### src/rtl/puf_pkg.sv
// Shared types and limits for the PUF sampling path (sequencer and majority voter).
package puf_pkg;
    localparam int PUF_SUM_MAX = 63;
    localparam int PUF_WIDTH   = 128;

    typedef enum logic [3:0] {
        IDLE, CLEAR, EXCITE, SETTLE, SAMPLE, GAP, VOTE, WAIT_DONE, HOLD, CLEAR_END
    } seq_state_e;

    // Majority threshold the top level hands to the voter.
    function automatic int vote_threshold(input int num_samples);
        return num_samples / 2 + 1;
    endfunction
endpackage

### src/rtl/puf_sample_sequencer_if.sv
// Request/response and voter-control bundle between the sequencer and its neighbours.
interface puf_sample_sequencer_if #(parameter int WIDTH = puf_pkg::PUF_WIDTH);
    logic             start;
    logic             abort;
    logic             busy;
    logic             puf_en;
    logic             v_ready;
    logic             v_vote;
    logic             v_clear;
    logic             v_done;
    logic [WIDTH-1:0] v_data;
    logic [WIDTH-1:0] resp_data;
    logic             resp_valid;
    logic             resp_ack;
    logic             err_timeout;

    modport master (
        input  start, abort, v_done, v_data, resp_ack,
        output busy, puf_en, v_ready, v_vote, v_clear, resp_data, resp_valid, err_timeout
    );
    modport slave (
        output start, abort, v_done, v_data, resp_ack,
        input  busy, puf_en, v_ready, v_vote, v_clear, resp_data, resp_valid, err_timeout
    );
endinterface

### src/rtl/puf_sample_sequencer.sv
// Drives the PUF excite/settle/sample loop and all voter strobes for one voted response.
module puf_sample_sequencer
    import puf_pkg::*;
#(
    parameter int WIDTH         = PUF_WIDTH,
    parameter int NUM_SAMPLES   = 9,
    parameter int SETTLE_CYCLES = 16,
    parameter int DONE_TIMEOUT  = 8
) (
    input logic                    clk,
    input logic                    rst,
    puf_sample_sequencer_if.master seq_if
);
    localparam int SW = $clog2(SETTLE_CYCLES) + 1;
    localparam int NW = $clog2(NUM_SAMPLES) + 1;
    localparam int TW = $clog2(DONE_TIMEOUT) + 1;

    // EXCITE already counts toward the settle time, so SETTLE itself runs one cycle
    // short of SETTLE_CYCLES (but never less than one cycle).
    localparam logic [SW-1:0] SETTLE_LAST = SW'((SETTLE_CYCLES >= 2) ? SETTLE_CYCLES - 2 : 0);
    localparam logic [NW-1:0] SAMPLE_LAST = NW'(NUM_SAMPLES - 1);
    localparam logic [TW-1:0] TO_LAST     = TW'(DONE_TIMEOUT - 1);

    if (NUM_SAMPLES > PUF_SUM_MAX || NUM_SAMPLES < 1) begin : g_bad_ns
        $error("NUM_SAMPLES must be within 1..63");
    end
    if (SETTLE_CYCLES < 1) begin : g_bad_settle
        $error("SETTLE_CYCLES must be >= 1");
    end
    if (DONE_TIMEOUT < 2) begin : g_bad_to
        $error("DONE_TIMEOUT must be >= 2");
    end

    seq_state_e       state_q;
    logic [SW-1:0]    settle_cnt_q;
    logic [NW-1:0]    sample_cnt_q;
    logic [TW-1:0]    to_cnt_q;
    logic             busy_q, puf_en_q, v_ready_q, v_vote_q, v_clear_q;
    logic             resp_valid_q, err_timeout_q;
    logic [WIDTH-1:0] resp_data_q;

    always_ff @(posedge clk or negedge rst) begin
        if (!rst) begin
            state_q       <= IDLE;
            settle_cnt_q  <= '0;
            sample_cnt_q  <= '0;
            to_cnt_q      <= '0;
            busy_q        <= 1'b0;
            puf_en_q      <= 1'b0;
            v_ready_q     <= 1'b0;
            v_vote_q      <= 1'b0;
            v_clear_q     <= 1'b0;
            resp_valid_q  <= 1'b0;
            err_timeout_q <= 1'b0;
            resp_data_q   <= '0;
        end else begin
            // Strobes are single-cycle; at most one is raised per transition.
            v_ready_q <= 1'b0;
            v_vote_q  <= 1'b0;
            v_clear_q <= 1'b0;
            if (seq_if.abort && state_q != IDLE && state_q != CLEAR_END) begin
                state_q      <= CLEAR_END;
                puf_en_q     <= 1'b0;
                resp_valid_q <= 1'b0;
                v_clear_q    <= 1'b1;
            end else begin
                case (state_q)
                    IDLE: if (seq_if.start) begin
                        state_q       <= CLEAR;
                        busy_q        <= 1'b1;
                        v_clear_q     <= 1'b1;
                        err_timeout_q <= 1'b0;
                        sample_cnt_q  <= '0;
                    end
                    CLEAR, GAP: begin
                        state_q      <= EXCITE;
                        puf_en_q     <= 1'b1;
                        settle_cnt_q <= '0;
                    end
                    EXCITE: begin
                        state_q      <= SETTLE;
                        settle_cnt_q <= '0;
                    end
                    SETTLE: begin
                        if (settle_cnt_q >= SETTLE_LAST) begin
                            state_q   <= SAMPLE;
                            v_ready_q <= 1'b1;
                        end else begin
                            settle_cnt_q <= settle_cnt_q + 1'b1;
                        end
                    end
                    SAMPLE: begin
                        puf_en_q     <= 1'b0;
                        sample_cnt_q <= sample_cnt_q + 1'b1;
                        if (sample_cnt_q == SAMPLE_LAST) begin
                            state_q  <= VOTE;
                            v_vote_q <= 1'b1;
                        end else begin
                            state_q <= GAP;
                        end
                    end
                    VOTE: begin
                        state_q  <= WAIT_DONE;
                        to_cnt_q <= '0;
                    end
                    WAIT_DONE: begin
                        if (seq_if.v_done) begin
                            state_q      <= HOLD;
                            resp_data_q  <= seq_if.v_data;
                            resp_valid_q <= 1'b1;
                        end else if (to_cnt_q == TO_LAST) begin
                            state_q       <= CLEAR_END;
                            err_timeout_q <= 1'b1;
                            v_clear_q     <= 1'b1;
                        end else begin
                            to_cnt_q <= to_cnt_q + 1'b1;
                        end
                    end
                    HOLD: if (seq_if.resp_ack) begin
                        state_q      <= CLEAR_END;
                        resp_valid_q <= 1'b0;
                        v_clear_q    <= 1'b1;
                    end
                    CLEAR_END: begin
                        state_q <= IDLE;
                        busy_q  <= 1'b0;
                    end
                    default: begin
                        state_q <= IDLE;
                        busy_q  <= 1'b0;
                    end
                endcase
            end
        end
    end

    assign seq_if.busy        = busy_q;
    assign seq_if.puf_en      = puf_en_q;
    assign seq_if.v_ready     = v_ready_q;
    assign seq_if.v_vote      = v_vote_q;
    assign seq_if.v_clear     = v_clear_q;
    assign seq_if.resp_data   = resp_data_q;
    assign seq_if.resp_valid  = resp_valid_q;
    assign seq_if.err_timeout = err_timeout_q;
endmodule
### src/flat_wrapper.sv
// flat-port wrapper written by rule: the top's interface ports become plain ports
module puf_sample_sequencer_flat import puf_pkg::*;
#(
    parameter int WIDTH         = PUF_WIDTH,
    parameter int NUM_SAMPLES   = 9,
    parameter int SETTLE_CYCLES = 16,
    parameter int DONE_TIMEOUT  = 8
)
  (clk, rst, seq_if_start, seq_if_abort, seq_if_v_done, seq_if_v_data, seq_if_resp_ack, seq_if_busy, seq_if_puf_en, seq_if_v_ready, seq_if_v_vote, seq_if_v_clear, seq_if_resp_data, seq_if_resp_valid, seq_if_err_timeout);
  puf_sample_sequencer_if #(.WIDTH(WIDTH)) seq_if_i ();
  input logic clk;
  input logic rst;
  input wire logic [$bits(seq_if_i.start)-1:0] seq_if_start;
  input wire logic [$bits(seq_if_i.abort)-1:0] seq_if_abort;
  input wire logic [$bits(seq_if_i.v_done)-1:0] seq_if_v_done;
  input wire logic [$bits(seq_if_i.v_data)-1:0] seq_if_v_data;
  input wire logic [$bits(seq_if_i.resp_ack)-1:0] seq_if_resp_ack;
  output wire logic [$bits(seq_if_i.busy)-1:0] seq_if_busy;
  output wire logic [$bits(seq_if_i.puf_en)-1:0] seq_if_puf_en;
  output wire logic [$bits(seq_if_i.v_ready)-1:0] seq_if_v_ready;
  output wire logic [$bits(seq_if_i.v_vote)-1:0] seq_if_v_vote;
  output wire logic [$bits(seq_if_i.v_clear)-1:0] seq_if_v_clear;
  output wire logic [$bits(seq_if_i.resp_data)-1:0] seq_if_resp_data;
  output wire logic [$bits(seq_if_i.resp_valid)-1:0] seq_if_resp_valid;
  output wire logic [$bits(seq_if_i.err_timeout)-1:0] seq_if_err_timeout;
  assign seq_if_i.start = seq_if_start;
  assign seq_if_i.abort = seq_if_abort;
  assign seq_if_i.v_done = seq_if_v_done;
  assign seq_if_i.v_data = seq_if_v_data;
  assign seq_if_i.resp_ack = seq_if_resp_ack;
  assign seq_if_busy = seq_if_i.busy;
  assign seq_if_puf_en = seq_if_i.puf_en;
  assign seq_if_v_ready = seq_if_i.v_ready;
  assign seq_if_v_vote = seq_if_i.v_vote;
  assign seq_if_v_clear = seq_if_i.v_clear;
  assign seq_if_resp_data = seq_if_i.resp_data;
  assign seq_if_resp_valid = seq_if_i.resp_valid;
  assign seq_if_err_timeout = seq_if_i.err_timeout;
  puf_sample_sequencer #(.WIDTH(WIDTH), .NUM_SAMPLES(NUM_SAMPLES), .SETTLE_CYCLES(SETTLE_CYCLES), .DONE_TIMEOUT(DONE_TIMEOUT)) u_core (.clk(clk), .rst(rst), .seq_if(seq_if_i));
endmodule
### config.mk
export PLATFORM = sky130hd
export DESIGN_NAME = puf_sample_sequencer_flat
export DESIGN_NICKNAME = d
export VERILOG_FILES = /design/src/rtl/puf_pkg.sv /design/src/rtl/puf_sample_sequencer_if.sv /design/src/rtl/puf_sample_sequencer.sv /design/src/flat_wrapper.sv
export SDC_FILE = /design/constraint.sdc
export NUM_CORES = 1
export LEC_CHECK = 0
export ABC_AREA = 1
export BUFFER_PORTS_ARGS = -buffer_cell sky130_fd_sc_hd__buf_2
export CORE_ASPECT_RATIO = 0.6
export CORE_MARGIN = 5
export CORE_UTILIZATION = 48
export CTS_CLUSTER_SIZE = 14
export DETAILED_ROUTE_END_ITERATION = 12
export GPL_TIMING_DRIVEN = 0
export PLACE_DENSITY = 0.76
export SLEW_MARGIN = 25
export SYNTH_ARGS = -nofsm -noshare
export SYNTH_HDL_FRONTEND = slang
export SYNTH_SLANG_ARGS = --single-unit
export TNS_END_PERCENT = 5
### constraint.sdc
create_clock -name clk -period 2 [get_ports clk]
set_input_delay 0.3 -clock clk [delete_from_list [all_inputs] [get_ports clk]]
set_output_delay 0.3 -clock clk [all_outputs]
set_load 0.02 [all_outputs]
==> impl_metrics.prom <==
# TYPE chip_impl_metric gauge
chip_impl_metric{name="ff2ff_path_depth",unit=""} 8
chip_impl_info{name="result_of_the_run",value="finished clean"} 1
chip_impl_metric{name="synth_area",unit="um^2"} 6626
chip_impl_info{name="hold_class",value="input pin to flip-flop"} 1
chip_impl_info{name="crit-reg2reg-capture",value="u_core.settle_cnt_q[4]$_DFFE_PN0P_"} 1
chip_impl_metric{name="grt_pass1_wl",unit="mm"} 30.36
chip_impl_metric{name="cts_buffers",unit=""} 17
chip_impl_info{name="worst_setup_path_end_kind",value="flip-flop"} 1
chip_impl_metric{name="number_of_antenna_violations_at_the_first_check_in_global_routing",unit=""} 0
chip_impl_metric{name="synth.net_count",unit=""} 896
chip_impl_metric{name="ant_nets",unit=""} 0
chip_impl_metric{name="synth_largest_type_area_fraction",unit="%"} 57.78
chip_impl_metric{name="setup_total_neg_slack",unit="ns"} 0
chip_impl_metric{name="fmaxAchievable",unit="MHz"} 564.1
chip_impl_metric{name="setup-violations-final",unit=""} 0
chip_impl_metric{name="cts.repair_timing.setup_buffer_count",unit=""} 0
chip_impl_metric{name="filler_cell_count_in_the_final_layout",unit=""} 1172
chip_impl_metric{name="gp_routability_congestion",unit=""} 0.9242
chip_impl_metric{name="timing_hold_violations_final",unit=""} 0
chip_impl_metric{name="cp_data_arrival_time",unit="ns"} 2.06
chip_impl_metric{name="final_layout_size_suffix_gt1_share",unit="%"} 33.08
chip_impl_metric{name="fin_crit",unit="ns"} 1.773
chip_impl_metric{name="clk_pin_slew",unit="ns"} 0.07
chip_impl_metric{name="finalWorstSetupSlack",unit="ns"} 0.2274
chip_impl_metric{name="worstMarginPinSlew",unit="ns"} 0.5348
chip_impl_metric{name="synth.avg_cell_area",unit="um^2"} 8.753
chip_impl_metric{name="synth_enable_flop_cells",unit=""} 0
chip_impl_metric{name="yosys.area_share.adder",unit="%"} 0.9441
chip_impl_info{name="unrepaired_setup_endpoints_after_global_routing",value="false"} 1
chip_impl_info{name="cts.root.buffer_cell",value="sky130_fd_sc_hd__clkbuf_16"} 1
chip_impl_metric{name="route.final.wire_length",unit="mm"} 19.10
chip_impl_metric{name="area_of_the_core_region",unit="um^2"} 13580
chip_impl_metric{name="grt_pass1_vias",unit=""} 5818
chip_impl_metric{name="avgViaCountPerCell",unit=""} 4.949
chip_impl_metric{name="powerDensity",unit="nW/um^2"} 1374
chip_impl_metric{name="synth.yosys.warnings",unit=""} 0
chip_impl_metric{name="net-switching-power",unit="mW"} 4.876
chip_impl_info{name="worstReg2RegStart",value="u_core.state_q[3]$_DFFE_PN0P_"} 1
chip_impl_info{name="post-synth-top-area-cell",value="sky130_fd_sc_hd__dfrtp_1"} 1
chip_impl_metric{name="p_clk_share",unit="%"} 25.0
chip_impl_metric{name="proportion_of_synthesized_area_in_mux_cells",unit="%"} 0.1511
chip_impl_metric{name="drv.max_cap_violation_count",unit=""} 0
chip_impl_metric{name="grt_overflow",unit=""} 0
chip_impl_metric{name="total_global_route_track_usage",unit="%"} 23.23
chip_impl_info{name="min_from",value="seq_if_v_data[20]"} 1
chip_impl_metric{name="fin_util",unit="%"} 64.70
chip_impl_metric{name="timing.reg2reg.setup_slack",unit="ns"} 0.23
chip_impl_metric{name="antenna-diode-count",unit=""} 0
chip_impl_metric{name="area_growth",unit="%"} 32.63
chip_impl_metric{name="die-area",unit="um^2"} 16330
chip_impl_metric{name="worstPathRequired",unit="ns"} 2.29
chip_impl_metric{name="synth.ff_latch_count",unit=""} 153
chip_impl_metric{name="final_hpwl_dp",unit="mm"} 14.21
chip_impl_metric{name="clock_insertion_delay_worst_skew",unit="ns"} 0.40
chip_impl_metric{name="final.setup_skew",unit="ns"} 0.007596
chip_impl_info{name="ys.flop_type",value="sky130_fd_sc_hd__dfrtp_1"} 1
chip_impl_metric{name="synth_compound_gate_area_share",unit="%"} 1.888
chip_impl_metric{name="clkSinkCount",unit=""} 153
chip_impl_metric{name="synth-simple-area-share",unit="%"} 31.63
chip_impl_metric{name="htree_levels",unit=""} 4
chip_impl_metric{name="worstPathMaxFanout",unit=""} 8
chip_impl_metric{name="floorplan.die.height",unit="um"} 101.0
chip_impl_metric{name="static-leakage-power",unit="nW"} 5.179
chip_impl_metric{name="fin_crit_sh",unit="%"} 88.63
chip_impl_metric{name="io_pins",unit=""} 269
chip_impl_info{name="path_class",value="flip-flop to flip-flop"} 1
chip_impl_metric{name="switching_share",unit="%"} 40.39
chip_impl_info{name="startpoint_type",value="flip-flop"} 1
chip_impl_metric{name="max-vdd-ir-drop",unit="mV"} 0.6317
chip_impl_metric{name="drcViolationCount",unit=""} 0
chip_impl_metric{name="synth_async_sr_flop_share",unit="%"} 100.0
chip_impl_metric{name="detail_route.iter0.violations",unit=""} 329
chip_impl_metric{name="max-clock-path-buffers",unit=""} 2
chip_impl_metric{name="via_count",unit=""} 6102
chip_impl_metric{name="p_seq_share",unit="%"} 38.1
chip_impl_info{name="timing_startpoint_of_the_critical_path",value="u_core.state_q[3]$_DFFE_PN0P_"} 1
chip_impl_metric{name="effective_utilization_at_floorplan",unit="%"} 48.78
chip_impl_metric{name="nNetsFinal",unit=""} 1185
chip_impl_info{name="synth_top_family_by_area",value="simple AND/OR/NAND/NOR gates"} 1
chip_impl_metric{name="synth-xor-area-share",unit="%"} 1.057
chip_impl_metric{name="final_max_slew_viol_count",unit=""} 0
chip_impl_metric{name="syn-instance-count",unit=""} 757
chip_impl_metric{name="maximum_number_of_pins_on_one_net_before_global_route_repair",unit=""} 90
chip_impl_metric{name="synthDistinctLibCells",unit=""} 27
chip_impl_info{name="synth.top_cells.by_area",value="sky130_fd_sc_hd__dfrtp_1, sky130_fd_sc_hd__nand2_1, sky130_fd_sc_hd__nand3_1"} 1
chip_impl_metric{name="width_of_the_chip",unit="um"} 161.7
chip_impl_metric{name="p_int",unit="mW"} 7.197
chip_impl_metric{name="core.rowCount",unit=""} 33
chip_impl_metric{name="first_pass_iters",unit=""} 5
chip_impl_metric{name="placement_stage_worst_setup_slack",unit="ns"} 0.2146
chip_impl_info{name="tritoncts",value="yes"} 1
chip_impl_metric{name="placement.io_buffers",unit=""} 268
chip_impl_metric{name="wl_per_cell",unit="um"} 15.49
chip_impl_info{name="critical_path.endpoint",value="u_core.settle_cnt_q[4]$_DFFE_PN0P_"} 1
chip_impl_metric{name="yosysSeqAreaShare",unit="%"} 57.78
chip_impl_metric{name="relSlewSlack",unit="%"} 64.22
chip_impl_metric{name="comb_power_share",unit="%"} 36.8
chip_impl_metric{name="min_path_cells",unit=""} 3
-- cells in the mapped netlist, types with 3 or more instances --
cell type and count:
sky130_fd_sc_hd__inv_1 25, sky130_fd_sc_hd__a21oi_1 4, sky130_fd_sc_hd__xor2_1 6, sky130_fd_sc_hd__ha_1 5, sky130_fd_sc_hd__buf_1 3, sky130_fd_sc_hd__nor2_4 3, sky130_fd_sc_hd__nor2_1 16, sky130_fd_sc_hd__buf_4 10
sky130_fd_sc_hd__o21ai_0 15, sky130_fd_sc_hd__buf_6 15, sky130_fd_sc_hd__buf_2 14, sky130_fd_sc_hd__nand2_1 318, sky130_fd_sc_hd__dfrtp_1 153, sky130_fd_sc_hd__nand3_1 152
-- routing by layer --
metal	GRT usage, %	part of all wire (%)	vias up	routed length (um)
met3	7.111	8.6	15	1635
met5	0	0	-	0
met1	33.67	46	2879	8770
met2	35.12	45	210	8530
li1	-	-	2998	-
met4	4.418	0.86	0	165
-- worst min path at each step --
stage	end	slack, ns
2_1_floorplan	u_core.sample_cnt_q[0]$_DFFE_PN0P_	0.004
3_3_place_gp	u_core.seq_if.resp_data[123]$_DFFE_PN0P_	0.45
3_5_place_dp	u_core.seq_if.resp_data[14]$_DFFE_PN0P_	0.27
4_1_cts	u_core.seq_if.resp_data[20]$_DFFE_PN0P_	0.11
5_1_grt	u_core.seq_if.resp_data[75]$_DFFE_PN0P_	0.11
6_report	u_core.seq_if.resp_data[20]$_DFFE_PN0P_	0.12
-- stage by stage --
stage | instances | hold slack (ns) | cell area, um^2 | total power, mW
after floorplan | 757 | 0.004409 | 6626 | 7.320
after global placement | 1200 | 0.4490 | 8187 | 9.010
after detailed placement | 1201 | 0.2727 | 8224 | 9.100
after CTS | 1233 | 0.1064 | 8787 | 12.14
after global routing | 1233 | 0.1099 | 8788 | 12.81
final | 1233 | 0.1208 | 8788 | 12.07
-- logic make-up (layout without fill, tap and decap cells) --
kind of cell,Yosys count,count (layout)
AND/OR/NAND/NOR,496,496
flip-flops,153,153
buffers and inverters,71,372
AO/OA/AOI/OAI,23,23
XOR/XNOR,8,8
adder cells (fa/ha/maj),5,5
multiplexers,1,1
-- cell usage in the layout (no fill, tap or decap), types with 3 or more instances in the layout --
| cell | count |
|---|---|
| sky130_fd_sc_hd__dfrtp_1 | 153 |
| sky130_fd_sc_hd__buf_2 | 281 |
| sky130_fd_sc_hd__nor2_1 | 16 |
| sky130_fd_sc_hd__nand3_1 | 152 |
| sky130_fd_sc_hd__xor2_1 | 6 |
| sky130_fd_sc_hd__clkbuf_1 | 4 |
| sky130_fd_sc_hd__nand2_1 | 318 |
| sky130_fd_sc_hd__a21oi_1 | 4 |
| sky130_fd_sc_hd__clkinvlp_4 | 5 |
| sky130_fd_sc_hd__ha_1 | 5 |
| sky130_fd_sc_hd__buf_6 | 15 |
| sky130_fd_sc_hd__inv_1 | 25 |
| sky130_fd_sc_hd__buf_4 | 10 |
| sky130_fd_sc_hd__clkbuf_16 | 17 |
| sky130_fd_sc_hd__inv_6 | 4 |
| sky130_fd_sc_hd__nor2_4 | 3 |
| sky130_fd_sc_hd__o21ai_0 | 15 |
-- final cells by class --
type	instances	area, um^2	area share [%]
clock inverters	12	120.1	1.367
repair buffers	270	1389	15.80
multi-input cells	533	2364	26.89
inverters	27	101.3	1.153
clock buffers	19	432.9	4.926
well taps	175	219.0	2.491
plain buffers	44	334.1	3.801
flip-flops and latches	153	3829	43.56
-- flip-flops by register name, indices dropped and copies added, names as in the netlist --
name                       count
u_core.seq_if.v_clear          1
u_core.seq_if.resp_valid       1
u_core.settle_cnt_q            5
u_core.seq_if.err_timeout      1
u_core.sample_cnt_q            5
u_core.state_q                 4
u_core.seq_if.v_ready          1
u_core.to_cnt_q                4
u_core.seq_if.busy             1
u_core.seq_if.v_vote           1
u_core.seq_if.puf_en           1
u_core.seq_if.resp_data      128
-- power groups by stage --
stage	clock (mW)	sequential, mW	combinational, mW
2_1_floorplan	0	5.72	1.60
3_3_place_gp	0	4.61	4.40
3_5_place_dp	0	4.62	4.48
4_1_cts	3.07	4.60	4.48
5_1_grt	3.22	4.73	4.86
6_report	3.02	4.60	4.45
-- repair_timing --
action | 4_1_cts | 5_1_grt
hold endpoints to repair | 64 | 0
hold buffers | 1 | 0
resized for setup | 0 | 1
endpoints found under the setup margin | 0 | 1
-- critical path: stages (launching register included) --
cell and delay, ns:
sky130_fd_sc_hd__dfrtp_1 0.43, sky130_fd_sc_hd__nor2_1 0.24, sky130_fd_sc_hd__inv_1 0.09, sky130_fd_sc_hd__nor2_2 0.18
sky130_fd_sc_hd__o21ai_0 0.18, sky130_fd_sc_hd__nand3_1 0.29, sky130_fd_sc_hd__inv_1 0.12, sky130_fd_sc_hd__nand2_1 0.07
sky130_fd_sc_hd__nand2_1 0.05
Note: power is estimated with default switching activity, not from simulation.
